## src/rtl/vga_axil_pkg.sv

```systemverilog
// -----------------------------------------------------------------------------
// vga_axil_pkg
// Shared types for the VGA AXI4-Lite slave front end:
//   axil_addr_t / axil_data_t / axil_strb_t : AXI-Lite bus fields
//   native_addr_t                           : native-side word address
//   axil_resp_e                             : AXI response codes used here
//   bridge_state_e                          : transaction sequencer states
//   prio_e                                  : read/write arbitration priority
// -----------------------------------------------------------------------------
package vga_axil_pkg;

  localparam int VGA_AXIL_AW   = 32;
  localparam int VGA_AXIL_DW   = 32;
  localparam int VGA_NATIVE_AW = 10;

  typedef logic [VGA_AXIL_AW-1:0]   axil_addr_t;
  typedef logic [VGA_AXIL_DW-1:0]   axil_data_t;
  typedef logic [VGA_AXIL_DW/8-1:0] axil_strb_t;
  typedef logic [VGA_NATIVE_AW-1:0] native_addr_t;

  typedef enum logic [1:0] {
    OKAY   = 2'b00,
    SLVERR = 2'b10
  } axil_resp_e;

  typedef enum logic [2:0] {
    IDLE    = 3'd0,
    WR_EXEC = 3'd1,
    WR_RESP = 3'd2,
    RD_EXEC = 3'd3,
    RD_WAIT = 3'd4,
    RD_RESP = 3'd5
  } bridge_state_e;

  typedef enum logic {
    PRIO_WRITE = 1'b0,
    PRIO_READ  = 1'b1
  } prio_e;

  // A write is only performed on the native side when every byte lane is set.
  function automatic logic strb_full(input axil_strb_t strb);
    return &strb;
  endfunction

endpackage

```

## src/rtl/vga_axil_wr_collect.sv

```systemverilog
// -----------------------------------------------------------------------------
// vga_axil_wr_collect
// Collects the AXI-Lite AW and W channels, which may complete in either order
// or together, into one joined write request.
//   clk, rst            : clock, synchronous active-high reset
//   accept              : sequencer allows AW/W handshakes this cycle
//   clr                 : drop both held halves (write response accepted)
//   s_aw*, s_w*         : AXI-Lite write address / data channels
//   aw_hold, w_hold     : which halves are currently held
//   req_join            : both halves are held or complete on this edge
//   req_addr            : held byte address, bits [AW-1:2]
//   req_data, req_strb  : held write data and strobes
// -----------------------------------------------------------------------------
module vga_axil_wr_collect
  import vga_axil_pkg::*;
#(
  parameter int AXIL_AW = 32
) (
  input  logic               clk,
  input  logic               rst,
  input  logic               accept,
  input  logic               clr,
  input  logic [AXIL_AW-1:0] s_awaddr,
  input  logic               s_awvalid,
  output logic               s_awready,
  input  axil_data_t         s_wdata,
  input  axil_strb_t         s_wstrb,
  input  logic               s_wvalid,
  output logic               s_wready,
  output logic               aw_hold,
  output logic               w_hold,
  output logic               req_join,
  output logic [AXIL_AW-3:0] req_addr,
  output axil_data_t         req_data,
  output axil_strb_t         req_strb
);

  logic aw_hs;
  logic w_hs;

  // Byte-lane bits never reach the native word address.
  logic unused_awaddr_lsb;
  assign unused_awaddr_lsb = ^s_awaddr[1:0];

  assign s_awready = accept && !aw_hold && !rst;
  assign s_wready  = accept && !w_hold && !rst;
  assign aw_hs     = s_awvalid && s_awready;
  assign w_hs      = s_wvalid && s_wready;

  // Lets the sequencer leave IDLE on the same edge the last half arrives.
  assign req_join  = (aw_hold || aw_hs) && (w_hold || w_hs);

  always_ff @(posedge clk) begin
    if (rst) begin
      aw_hold  <= 1'b0;
      w_hold   <= 1'b0;
      req_addr <= '0;
      req_data <= '0;
      req_strb <= '0;
    end else if (clr) begin
      aw_hold <= 1'b0;
      w_hold  <= 1'b0;
    end else begin
      if (aw_hs) begin
        aw_hold  <= 1'b1;
        req_addr <= s_awaddr[AXIL_AW-1:2];
      end
      if (w_hs) begin
        w_hold   <= 1'b1;
        req_data <= s_wdata;
        req_strb <= s_wstrb;
      end
    end
  end

endmodule

```

## src/rtl/vga_axil2native.sv

```systemverilog
// -----------------------------------------------------------------------------
// vga_axil2native
// AXI4-Lite slave front end of the VGA register/framebuffer path. Executes one
// AXI-Lite transaction at a time as a single native strobe.
//   clk, rst               : clock, synchronous active-high reset
//   s_aw*/s_w*/s_b*        : AXI-Lite write address, data, response channels
//   s_ar*/s_r*             : AXI-Lite read address and data channels
//   addr_write, data2native, write_en : native write (one-clock strobe)
//   addr_read, read_en_sync           : native read (one-clock strobe)
//   data2axil              : native read data, valid the cycle after the strobe
// Reads and writes arbitrate round-robin when both arrive in the same cycle.
// -----------------------------------------------------------------------------
module vga_axil2native
  import vga_axil_pkg::*;
#(
  parameter int AXIL_AW   = 32,
  parameter int AXIL_DW   = 32,
  parameter int NATIVE_AW = 10
) (
  input  logic                   clk,
  input  logic                   rst,
  input  logic [AXIL_AW-1:0]     s_awaddr,
  input  logic                   s_awvalid,
  output logic                   s_awready,
  input  logic [AXIL_DW-1:0]     s_wdata,
  input  logic [AXIL_DW/8-1:0]   s_wstrb,
  input  logic                   s_wvalid,
  output logic                   s_wready,
  output logic [1:0]             s_bresp,
  output logic                   s_bvalid,
  input  logic                   s_bready,
  input  logic [AXIL_AW-1:0]     s_araddr,
  input  logic                   s_arvalid,
  output logic                   s_arready,
  output logic [AXIL_DW-1:0]     s_rdata,
  output logic [1:0]             s_rresp,
  output logic                   s_rvalid,
  input  logic                   s_rready,
  output logic [NATIVE_AW-1:0]   addr_write,
  output logic [AXIL_DW-1:0]     data2native,
  output logic                   write_en,
  output logic [NATIVE_AW-1:0]   addr_read,
  output logic                   read_en_sync,
  input  logic [AXIL_DW-1:0]     data2axil
);

  bridge_state_e state, state_next;
  prio_e         prio;

  logic               aw_hold, w_hold, req_join;
  logic [AXIL_AW-3:0] req_addr;
  axil_data_t         req_data;
  axil_strb_t         req_strb;
  logic               wr_accept, wr_clr;
  logic               none_held, conflict, in_idle;
  logic               ar_hs;
  logic [AXIL_AW-3:0] ar_addr_q;
  logic               wr_in_range, wr_ok, rd_in_range;
  axil_resp_e         bresp_q, rresp_q;

  logic unused_araddr_lsb;
  assign unused_araddr_lsb = ^s_araddr[1:0];

  // ---------------------------------------------------------------------------
  // Arbitration: a fresh write and a fresh read in the same cycle are granted
  // according to prio; once either write half is held, reads wait.
  // ---------------------------------------------------------------------------
  assign in_idle   = (state == IDLE);
  assign none_held = !aw_hold && !w_hold;
  assign conflict  = none_held && s_arvalid && (s_awvalid || s_wvalid);
  assign wr_accept = in_idle && !(conflict && (prio == PRIO_READ));
  assign s_arready = in_idle && none_held && !rst && !(conflict && (prio == PRIO_WRITE));
  assign ar_hs     = s_arvalid && s_arready;

  vga_axil_wr_collect #(
    .AXIL_AW (AXIL_AW)
  ) u_wr_collect (
    .clk       (clk),
    .rst       (rst),
    .accept    (wr_accept),
    .clr       (wr_clr),
    .s_awaddr  (s_awaddr),
    .s_awvalid (s_awvalid),
    .s_awready (s_awready),
    .s_wdata   (s_wdata),
    .s_wstrb   (s_wstrb),
    .s_wvalid  (s_wvalid),
    .s_wready  (s_wready),
    .aw_hold   (aw_hold),
    .w_hold    (w_hold),
    .req_join  (req_join),
    .req_addr  (req_addr),
    .req_data  (req_data),
    .req_strb  (req_strb)
  );

  // Address decode on the held word addresses (byte lanes already dropped).
  assign wr_in_range = (req_addr[AXIL_AW-3:NATIVE_AW] == '0);
  assign wr_ok       = wr_in_range && strb_full(req_strb);
  assign rd_in_range = (ar_addr_q[AXIL_AW-3:NATIVE_AW] == '0);

  assign addr_write  = req_addr[NATIVE_AW-1:0];
  assign data2native = req_data;
  assign addr_read   = ar_addr_q[NATIVE_AW-1:0];
  assign s_bresp     = bresp_q;
  assign s_rresp     = rresp_q;

  always_ff @(posedge clk) begin
    if (rst) state <= IDLE;
    else     state <= state_next;
  end

  always_comb begin
    state_next   = state;
    write_en     = 1'b0;
    read_en_sync = 1'b0;
    s_bvalid     = 1'b0;
    s_rvalid     = 1'b0;
    wr_clr       = 1'b0;
    case (state)
      IDLE: begin
        if (ar_hs)         state_next = RD_EXEC;
        else if (req_join) state_next = WR_EXEC;
      end
      WR_EXEC: begin
        write_en   = wr_ok && !rst;
        state_next = WR_RESP;
      end
      WR_RESP: begin
        s_bvalid = 1'b1;
        if (s_bready) begin
          wr_clr     = 1'b1;
          state_next = IDLE;
        end
      end
      RD_EXEC: begin
        read_en_sync = rd_in_range && !rst;
        state_next   = RD_WAIT;
      end
      RD_WAIT: state_next = RD_RESP;
      RD_RESP: begin
        s_rvalid = 1'b1;
        if (s_rready) state_next = IDLE;
      end
      default: state_next = IDLE;
    endcase
  end

  // ---------------------------------------------------------------------------
  // Response registers: write response settles in WR_EXEC, read data is taken
  // from the native side in RD_WAIT (one cycle after the read strobe).
  // ---------------------------------------------------------------------------
  always_ff @(posedge clk) begin
    if (rst) begin
      prio      <= PRIO_WRITE;
      ar_addr_q <= '0;
      s_rdata   <= '0;
      bresp_q   <= OKAY;
      rresp_q   <= OKAY;
    end else begin
      if (ar_hs) ar_addr_q <= s_araddr[AXIL_AW-1:2];
      if (state == WR_EXEC) bresp_q <= wr_ok ? OKAY : SLVERR;
      if (state == RD_WAIT) begin
        s_rdata <= rd_in_range ? data2axil : '0;
        rresp_q <= rd_in_range ? OKAY : SLVERR;
      end
      if (state == WR_RESP && s_bready) prio <= PRIO_READ;
      if (state == RD_RESP && s_rready) prio <= PRIO_WRITE;
    end
  end

endmodule

```

## config.mk

```make
export PLATFORM = sky130hd
export DESIGN_NAME = vga_axil2native
export DESIGN_NICKNAME = d
export VERILOG_FILES = /design/src/rtl/vga_axil_pkg.sv /design/src/rtl/vga_axil_wr_collect.sv /design/src/rtl/vga_axil2native.sv
export SDC_FILE = /design/constraint.sdc
export NUM_CORES = 1
export LEC_CHECK = 0
export CORE_MARGIN = 2
export CORE_UTILIZATION = 35
export DETAILED_ROUTE_END_ITERATION = 16
export GPL_TIMING_DRIVEN = 0
export HOLD_SLACK_MARGIN = 0.12
export PLACE_DENSITY = 0.73
export SLEW_MARGIN = 5
export SYNTH_ARGS = -nofsm -noshare
export SYNTH_HDL_FRONTEND = slang
export SYNTH_SLANG_ARGS = --single-unit
```

## constraint.sdc

```tcl
create_clock -name clk -period 1.8 [get_ports clk]
set_clock_uncertainty 0.1 [all_clocks]
set_input_delay 0.18 -clock clk [delete_from_list [all_inputs] [get_ports clk]]
set_output_delay 0.18 -clock clk [all_outputs]
set_load 0.03 [all_outputs]
```

Yosys cells after proc, flatten, opt, wreduce, memory -nomap -nowiden
Cells that the tools add are included.
{ "word_totals": {"register_bits": 138, "inputBits": 139, "output_inout_bits": 95, "elab_cells": 74} }
{ "classes": {"eq_ne": 8, "muxes": 14, "n_bitwise": 2, "reduce_logical": 39} }
{ "ops": {"columns": ["op", "n"], "rows": [
  ["$logic_not A20 Y1", 2],
  ["$mux W32", 1],
  ["$logic_and A1 B1 Y1", 22],
  ["$pmux W3 S6", 1],
  ["$mux W3", 4],
  ["$eq A3 B2 Y1 const B", 2],
  ["$eq A3 B3 Y1 const B", 2],
  ["$mux W1", 6],
  ["$logic_not A1 Y1", 5],
  ["$mux W2", 2],
  ["$ne A2 B2 Y1 const B", 2],
  ["$reduce_and A2 Y1", 2],
  ["$reduce_and A4 Y1", 1],
  ["$reduce_or A2 Y1", 2],
  ["$eq A3 B1 Y1 const B", 1],
  ["$logic_not A3 Y1", 1],
  ["$logic_or A1 B1 Y1", 3],
  ["$ne A3 B2 Y1 const B", 1],
  ["$reduce_and A3 Y1", 1],
  ["$not A1 Y1", 2]
]} }

Longest topological paths before layout
Gate-level depths: netlist (run 1).
{ "logic_depth": {"ltp_word": 15, "ltp_mapped": 7, "depth_no_buf": 4} }

By module
From an unflattened synthesis (run 1), not the netlist that was laid out.
{ "hier_totals": {"hier_cells": 647, "area_unflattened_um2": 5963.2} }
{ "by_module_without_submodules": {"columns": ["mod", "n_inst", "cells_per_inst", "area_each_um2", "seq_area_each_um2"], "rows": [
  ["vga_axil2native", 1, 329, 3314.4, 1361.3],
  ["vga_axil_wr_collect", 1, 318, 2648.8, 1361.3]
]} }

Least setup slack after synthesis (run 1)
No wires, ideal clock.
{ "synth_path": {"path_kind": "flip-flop to output port", "start": "reg ar_addr_q[20]", "end": "out read_en_sync", "arrival_ps": 1883, "t_required_ps": 1520, "setup_slack_ps": -363, "stages_incl_launch_ff": 5, "n_path_buf": 0, "path_cell_list": "dfxtp_1 > nor4_1 > nand3_1 > nor2_1 > nor4b_1"} }
{ "synth_via": {"elab_chain_len": 3} }
{ "synth_lines": {"columns": ["item", "line_no", "source"], "rows": [
  ["start, declared", "vga_axil2native.sv:57", "logic [AXIL_AW-3:0] ar_addr_q;"],
  ["start signal, assigned", "vga_axil2native.sv:161", "if (ar_hs) ar_addr_q <= s_araddr[AXIL_AW-1:2];"],
  ["$logic_not A20 Y1", "vga_axil2native.sv:100", "assign rd_in_range = (ar_addr_q[AXIL_AW-3:NATIVE_AW] == '0);"],
  ["$logic_and A1 B1 Y1", "vga_axil2native.sv:137", "read_en_sync = rd_in_range && !rst;"],
  ["$mux W1", "vga_axil2native.sv:120", "case (state)"],
  ["end, declared", "vga_axil2native.sv:43", "output logic read_en_sync,"]
]} }
Every way passes these cells.

Final worst setup path (run 1)
{ "layout_path": {"start": "reg ar_addr_q[17]", "end": "reg rresp_q[1], in the netlist s_rresp[1]"} }
{ "layout_via": {"elab_chain_len": 2} }
{ "layout_lines": {"columns": ["item", "line_no", "source"], "rows": [
  ["$logic_not A20 Y1", "vga_axil2native.sv:100", null],
  ["$mux W2", "vga_axil2native.sv:165", "rresp_q <= rd_in_range ? OKAY : SLVERR;"],
  ["end signal, assigned", "vga_axil2native.sv:165", null],
  ["end, declared", "vga_axil2native.sv:59", "axil_resp_e bresp_q, rresp_q;"]
]} }
Every way passes these cells.
A chain may end at the register's enable or synchronous reset.

==> results of run 1 <==
[flip-flops by register name, summed over array words and instances, names as in the netlist]
| signal | count |
|---|---|
| ar_addr_q | 30 |
| prio | 1 |
| s_bresp | 1 |
| s_rdata | 32 |
| s_rresp | 1 |
| state | 3 |
| u_wr_collect.aw_hold | 1 |
| u_wr_collect.req_addr | 30 |
| u_wr_collect.req_data | 32 |
| u_wr_collect.req_strb | 4 |
| u_wr_collect.w_hold | 1 |
[final cells by class]
class / count / share of cell area
Clock inverter: 12 / 0.0180
Multi-Input combinational cell: 320 / 0.276
Buffer: 55 / 0.0537
Tap cell: 180 / 0.0235
Timing Repair Buffer: 267 / 0.294
Inverter: 2 / 0.000782
Sequential cell: 136 / 0.285
Clock buffer: 20 / 0.0486
[worst max-delay path, stage by stage, from the launching register on]
cell	delay (ns)
dfxtp_1	0.39
nor4_1	0.07
nand2_1	0.18
nor2_4	0.06
buf_4	0.13
buf_4	0.12
buf_4	0.12
buf_4	0.12
buf_4	0.12
buf_4	0.12
buf_4	0.12
buf_4	0.13
a211oi_2	0.22
[per-layer routing]
metal  global-route usage  vias to the layer above
met5                    0                        -
met4               0.0608                        0
met2                0.384                      215
li1                     -                     2318
met1                0.217                     2321
met3               0.0924                       28
[power by group through the flow]
| stage | logic, mW | registers (mW) | clock network (mW) |
|---|---|---|---|
| final | 1.63 | 3.23 | 3.76 |
| after global routing | 1.72 | 3.25 | 3.95 |
| after CTS | 1.48 | 3.22 | 3.79 |
| after detailed placement | 1.17 | 3.27 | 0 |
| after global placement | 1.15 | 3.26 | 0 |
| after floorplan | 0.523 | 3.35 | 0 |
[per-stage QoR]
stage,power (mW),TNS [ns]
after CTS,8.49,-6.40
after floorplan,3.87,0
after global routing,8.91,-32.86
after detailed placement,4.44,-22.23
final,8.63,-22.32
after global placement,4.41,-21.42
[cells by family (layout without fill, tap and decap cells)]
group | count (synthesis) | after routing
other | 1 | 2
AOI/OAI and AO/OA | 74 | 74
DFF | 136 | 136
buffers and inverters | 58 | 356
and+or+nand+nor | 178 | 178
muxes | 66 | 66
[Yosys cell counts, types with 2 or more instances]
| library cell | number |
|---|---|
| dfxtp_1 | 136 |
| nor2_1 | 80 |
| mux2i_1 | 66 |
| nand2_1 | 64 |
| a21oi_1 | 33 |
| a22o_1 | 32 |
| buf_4 | 29 |
| clkbuf_1 | 18 |
| nor4_1 | 8 |
| buf_2 | 6 |
| a211oi_1 | 4 |
| nor3b_1 | 4 |
| buf_6 | 3 |
| nand4_1 | 3 |
| nor2b_1 | 3 |
| nor3_1 | 3 |
| nor4b_1 | 3 |
| and2_1 | 2 |
| inv_1 | 2 |
[worst max-delay path by stage]
| stage | from | to | depth (start not counted) |
|---|---|---|---|
| 2_1_floorplan | state[0] | s_arready | 4 |
| 3_3_place_gp | state[0] | write_en | 5 |
| 3_5_place_dp | state[0] | write_en | 5 |
| 4_1_cts | ar_addr_q[18] | read_en_sync | 5 |
| 5_1_grt | ar_addr_q[20] | read_en_sync | 5 |
| 6_report | ar_addr_q[17] | s_rresp[1] | 12 |
[timing repair]
action                                  CTS  global route
pin swaps                                38            53
hold buffers                              0             0
gates resized for setup                 176           141
setup buffers                            21             4
gates cloned                             12             4
endpoints found under the setup margin  151           149
[layout by cell type (no fill, tap or decap), types with 21 or more instances in the layout]
master | synthesis | final
buf_4 | 29 | 41
a21oi_2 | 0 | 29
nor2_1 | 80 | 77
mux2i_1 | 66 | 62
a22o_1 | 32 | 32
nand2_2 | 0 | 21
clkdlybuf4s50_1 | 0 | 192
dfxtp_1 | 136 | 123
nand2_4 | 0 | 31
clkbuf_16 | 0 | 21
==> impl_metrics.toml, run 1 <==
[cts]
cts.reportedPaths.clkPinSlew_ns = 0.06
clk-insertion-delay-late_ns = 0.42
tritoncts = "done"
cts.htree.levels = 4
clkSinkCount = 136
cts_made_buffers = 17
ctsRootBufferMaster = "clkbuf_16"
clock_tree.buffer_depth = 2

[min_path]
worst_hold_startpoint = "s_araddr[11]"
min_to = "ar_addr_q[9]"
hold_removal_path_class = "in2reg"
worst_hold_path.num_cells = 3

[placed_design]
place_ws_ns = -0.629
gp_congestion = 0.832
dpl.cell_count = 920
postPlaceCellArea_um2 = 7600
numPortBuffers = 226
dpl.hpwl_um = 10700

[power]
p_int_mw = 6.48
max-vdd-ir-drop_uv = 659
netSwitchingFraction = 0.249
cellPowerDensity_nw_per_um2 = 899
leakage_nw = 4.35
p_seq_frac = 0.375
p_sw_mw = 2.15
power.clock.fraction = 0.436
power.combinational.fraction = 0.189

[cells_and_area]
antenna_cells_inserted = 0
final_net_count = 938
num-fill-cells = 993
drive_gt1_frac = 0.305
synthToLayoutAreaGrowth_pct = 89.4
area.sequential_um2 = 2740
final-instance-count-excl-fill = 992
multiInputGateArea_um2 = 2650
final_cell_utilization_of_the_core = 0.686
fin_area_um2 = 9600

[critical_path]
worstRegToRegCells = 12
worst_r2r_startpoint = "ar_addr_q[17]"
cp_data_required_time_ns = 2.02
setup.worst_path.class = "reg2reg"
critical_path_arrival_ns = 2.33
cp_max_fo = 2
worst-r2r-setup-slack_ns = -0.31
crit_path_end_kind = "register"
reg2reg_to = "s_rresp[1]"
critical_path_launch_point_type = "register"

[job]
count_of_max_cap_constraint_violations = 0

[global_routing]
grt_first_pass_wirelength_um = 26000
pin_count_of_the_biggest_net_entering_global_routing = 17
globalRouteOverflowTotal = 0
antenna_found_initial = 0
grt_usage = 0.210
number_of_global_route_vias_before_repair = 5097

[outcome]
violations = "negative setup slack"
run_status = "finished, violations left"

[drt]
met1Wirelength_um = 6650
top_layer_used = "met4"
first_pass_iters = 4
drcViolationCount = 0
route.final.wire_length_um = 17800
met3RoutedLength_um = 1480
avgViaCountPerCell = 4.92
routed-via-count = 4882
post_detailed_route_count_of_antenna_violating_nets = 0
detail_route.wl_per_cell_um = 17.9
detailed_route_iter0_violations = 155
detailroute.wirelength.met2_um = 9280

[synthesis]
synth-edff-count = 0
ys_async_sr_fraction = 0
ys.flop_type = "dfxtp_1"
ys_types = 33
synthMuxAreaShare = 0.130
synth-simple-area-share = 0.159
synth_top_family_by_area = "simple AND/OR/NAND/NOR gates"
synth_top_area_frac = 0.537
yosys.area_share.xor_xnor = 0
yosys.area.top_type = "dfxtp_1"
synth.avg_cell_area_um2 = 9.88
synth.ff_latch_count = 136
mapped_cell_area_um2 = 5070
synth.yosys.warnings = 0
synth-compound-area-share = 0.103
yosys.area_share.adder = 0
sequential_to_total_area_share_from_yosys_stat = 0.537
synthCells = 513
netlist_top_cells_area = "dfxtp_1 (54%), mux2i_1 (13%), nor2_1 (5.9%), a22o_1 (5.5%), nand2_1 (4.7%)"

[sta]
final_hold_viol_count = 0
period_share = 1.17
timing.final.setup_violations = 135
finalHoldWorstSlack_ns = 0.222
post-route-min-period_ns = 2.11
final_critical_path_setup_slack_ns = -0.307
maxSlewViolCount = 0
max_freq_ghz = 0.475
rsz_0062_raised_after_global_routing = "true"
tightestPinTransition_ns = 0.808
max_slew_margin = 0.461

[die]
die-area_um2 = 15500
fp.coreArea_um2 = 14000
die-height_um = 124
row_count = 43
die_width_um = 124
start_util = 0.362
io_pins = 234
(Power assumes the default switching activity.)
==> inputs of run 2 (changes only) <==
MAX_ROUTING_LAYER = met4   (was not set)
==> run 2 against run 1 <==
Compared with the run above:
- the flow still finishes with violations (negative setup slack)
- clock power is essentially flat
- maximum frequency down 1.7%
- final cell count did not move
- register-to-register slack got worse by 0.04 ns
- flip-flop and latch count unchanged
- sequential power hardly changed
- global-route usage up 0.63 points
- sequential share of layout area hardly changed
- largest power group unchanged
- highest routed layer unchanged
==> impl_metrics.toml, run 2 (same netlist as run 1, synthesis figures left out) <==
[global_routing]
globalRouteOverflowTotal = 0
antenna_found_initial = 0
pin_count_of_the_biggest_net_entering_global_routing = 17
grt_usage = 0.217
grt_first_pass_wirelength_um = 25900
number_of_global_route_vias_before_repair = 5102

[die]
row_count = 43
start_util = 0.362
fp.coreArea_um2 = 14000
die-area_um2 = 15500
die-height_um = 124
io_pins = 234
die_width_um = 124

[cells_and_area]
antenna_cells_inserted = 0
area.sequential_um2 = 2740
num-fill-cells = 993
biggestRegsByFlops = "s_rdata x32, u_wr_collect.req_data x32"
final-instance-count-excl-fill = 992
drive_gt1_frac = 0.305
multiInputGateArea_um2 = 2650
final_net_count = 938
final_cell_mix = "clkdlybuf4s50_1 (192), dfxtp_1 (123), nor2_1 (77), mux2i_1 (62), buf_4 (41)"
final_cell_utilization_of_the_core = 0.686
synthToLayoutAreaGrowth_pct = 89.4
mostFrequentLayoutCell = "clkdlybuf4s50_1"

[critical_path]
worst-path-buf-inv = 8
crit_path_end_kind = "register"
cell_by_cell_listing_of_the_critical_path = "nor4_1 > nand2_1 > nor2_4 > buf_4 > buf_4 > buf_4 > buf_4 > buf_4 > buf_4 > buf_4 > buf_4 > a211oi_2"
worst_path_largest_cell_delay_ns = 0.38
cell_type_with_the_highest_occurrence_count_on_the_critical_path = "buf_4"
critical_path_arrival_ns = 2.36
critical_path_s_top_delay_family = "buffers and inverters"
setup.worst_path.class = "reg2reg"
cp_slowest_cell = "dfxtp_1"
cp_data_required_time_ns = 2.02
cp_max_fo = 2
critical_path_launch_point_type = "register"

[cts]
ctsRootBufferMaster = "clkbuf_16"
cts.htree.levels = 4
clkSinkCount = 136
cts_made_buffers = 17
tritoncts = "done"
clock_tree.buffer_depth = 2
postCtsHoldBufs = 0
cts.reportedPaths.clkPinSlew_ns = 0.06
clk-insertion-delay-late_ns = 0.42

[placed_design]
numPortBuffers = 226
gp_congestion = 0.845
place_ws_ns = -0.629
dpl.cell_count = 920
dpl.hpwl_um = 10700

[drt]
drcViolationCount = 0
first_pass_iters = 4
routed-via-count = 4868
post_detailed_route_count_of_antenna_violating_nets = 0
detail_route.wl_per_cell_um = 17.9
detailed_route_iter0_violations = 190
avgViaCountPerCell = 4.91
route.final.wire_length_um = 17700

[power]
p_int_mw = 6.48
leakage_nw = 4.35
p_sw_mw = 2.14
max-vdd-ir-drop_uv = 660
netSwitchingFraction = 0.249
cellPowerDensity_nw_per_um2 = 898
p_seq_frac = 0.375
power.clock.fraction = 0.436
power.combinational.fraction = 0.189

[sta]
finalHoldWorstSlack_ns = 0.221
final_critical_path_setup_slack_ns = -0.344
tightestPinTransition_ns = 0.822
max_freq_ghz = 0.466
maxSlewViolCount = 0
period_share = 1.19
max_slew_margin = 0.452
timing.final.setup_violations = 135
final_hold_viol_count = 0
rsz_0062_raised_after_global_routing = "true"
post-route-min-period_ns = 2.14
final.setup.tns_ns = -21.98

[outcome]
run_status = "finished, violations left"
violations = "negative setup slack"

[min_path]
hold_removal_path_class = "in2reg"

[job]
count_of_max_cap_constraint_violations = 0
[run 2: repair_timing]
action / CTS / global route
gates resized for setup: 176 / 142
setup buffers: 21 / 4
endpoints found under the hold margin: 0 / 0
cloned: 12 / 4
setup endpoints to repair: 151 / 149
pin swaps: 38 / 53
[run 2: layout make-up]
cell class / count / area share
timing repair buffer: 267 / 0.295
sequential: 136 / 0.285
multi-input combinational: 320 / 0.276
buffer: 55 / 0.0537
clock buffer: 20 / 0.0486
tap: 180 / 0.0235
clock inverter: 12 / 0.0180
inverter: 2 / 0.000782
[run 2: path summary, 6_finish.rpt]
path                               startpoint             to  slack [ns]  cells past startpoint
worst max-delay path            ar_addr_q[16]     s_rresp[1]       -0.34                     12
worst max register to register  ar_addr_q[16]     s_rresp[1]       -0.34                     12
worst min register to register  ar_addr_q[19]  ar_addr_q[19]        0.37                      2
worst min-delay path             s_araddr[11]   ar_addr_q[9]        0.22                      3
[run 2: metrics by stage]
| step | cell area (um2) | power, mW |
|---|---|---|
| floorplan | 5110 | 3.87 |
| global placement | 7600 | 4.41 |
| detailed placement | 7600 | 4.44 |
| CTS | 8970 | 8.49 |
| global route | 9600 | 8.93 |
| finish | 9600 | 8.62 |
[run 2: power groups by stage]
stage,clock [mW],combinational (mW),sequential (mW)
2_1_floorplan,0,0.523,3.35
3_3_place_gp,0,1.15,3.26
3_5_place_dp,0,1.17,3.27
4_1_cts,3.79,1.48,3.22
5_1_grt,3.96,1.72,3.25
6_report,3.76,1.63,3.23
[run 2: metal layers]
layer / global-route usage / share of wire
met5: - / 0
met3: 0.0885 / 0.078
met1: 0.222 / 0.38
met2: 0.383 / 0.52
met4: 0.0588 / 0.022
[run 2: worst min-delay path, cell delays in order]
cell and delay (ns):
clkdlybuf4s50_1 0.42, nand2_2 0.06, a21oi_2 0.04
==> inputs of run 3 (changes only) <==
SLEW_MARGIN = not set   (was 5)
==> results of run 3 <==
Same layout as run 2: the final DEF is identical, and so are final timing and power.
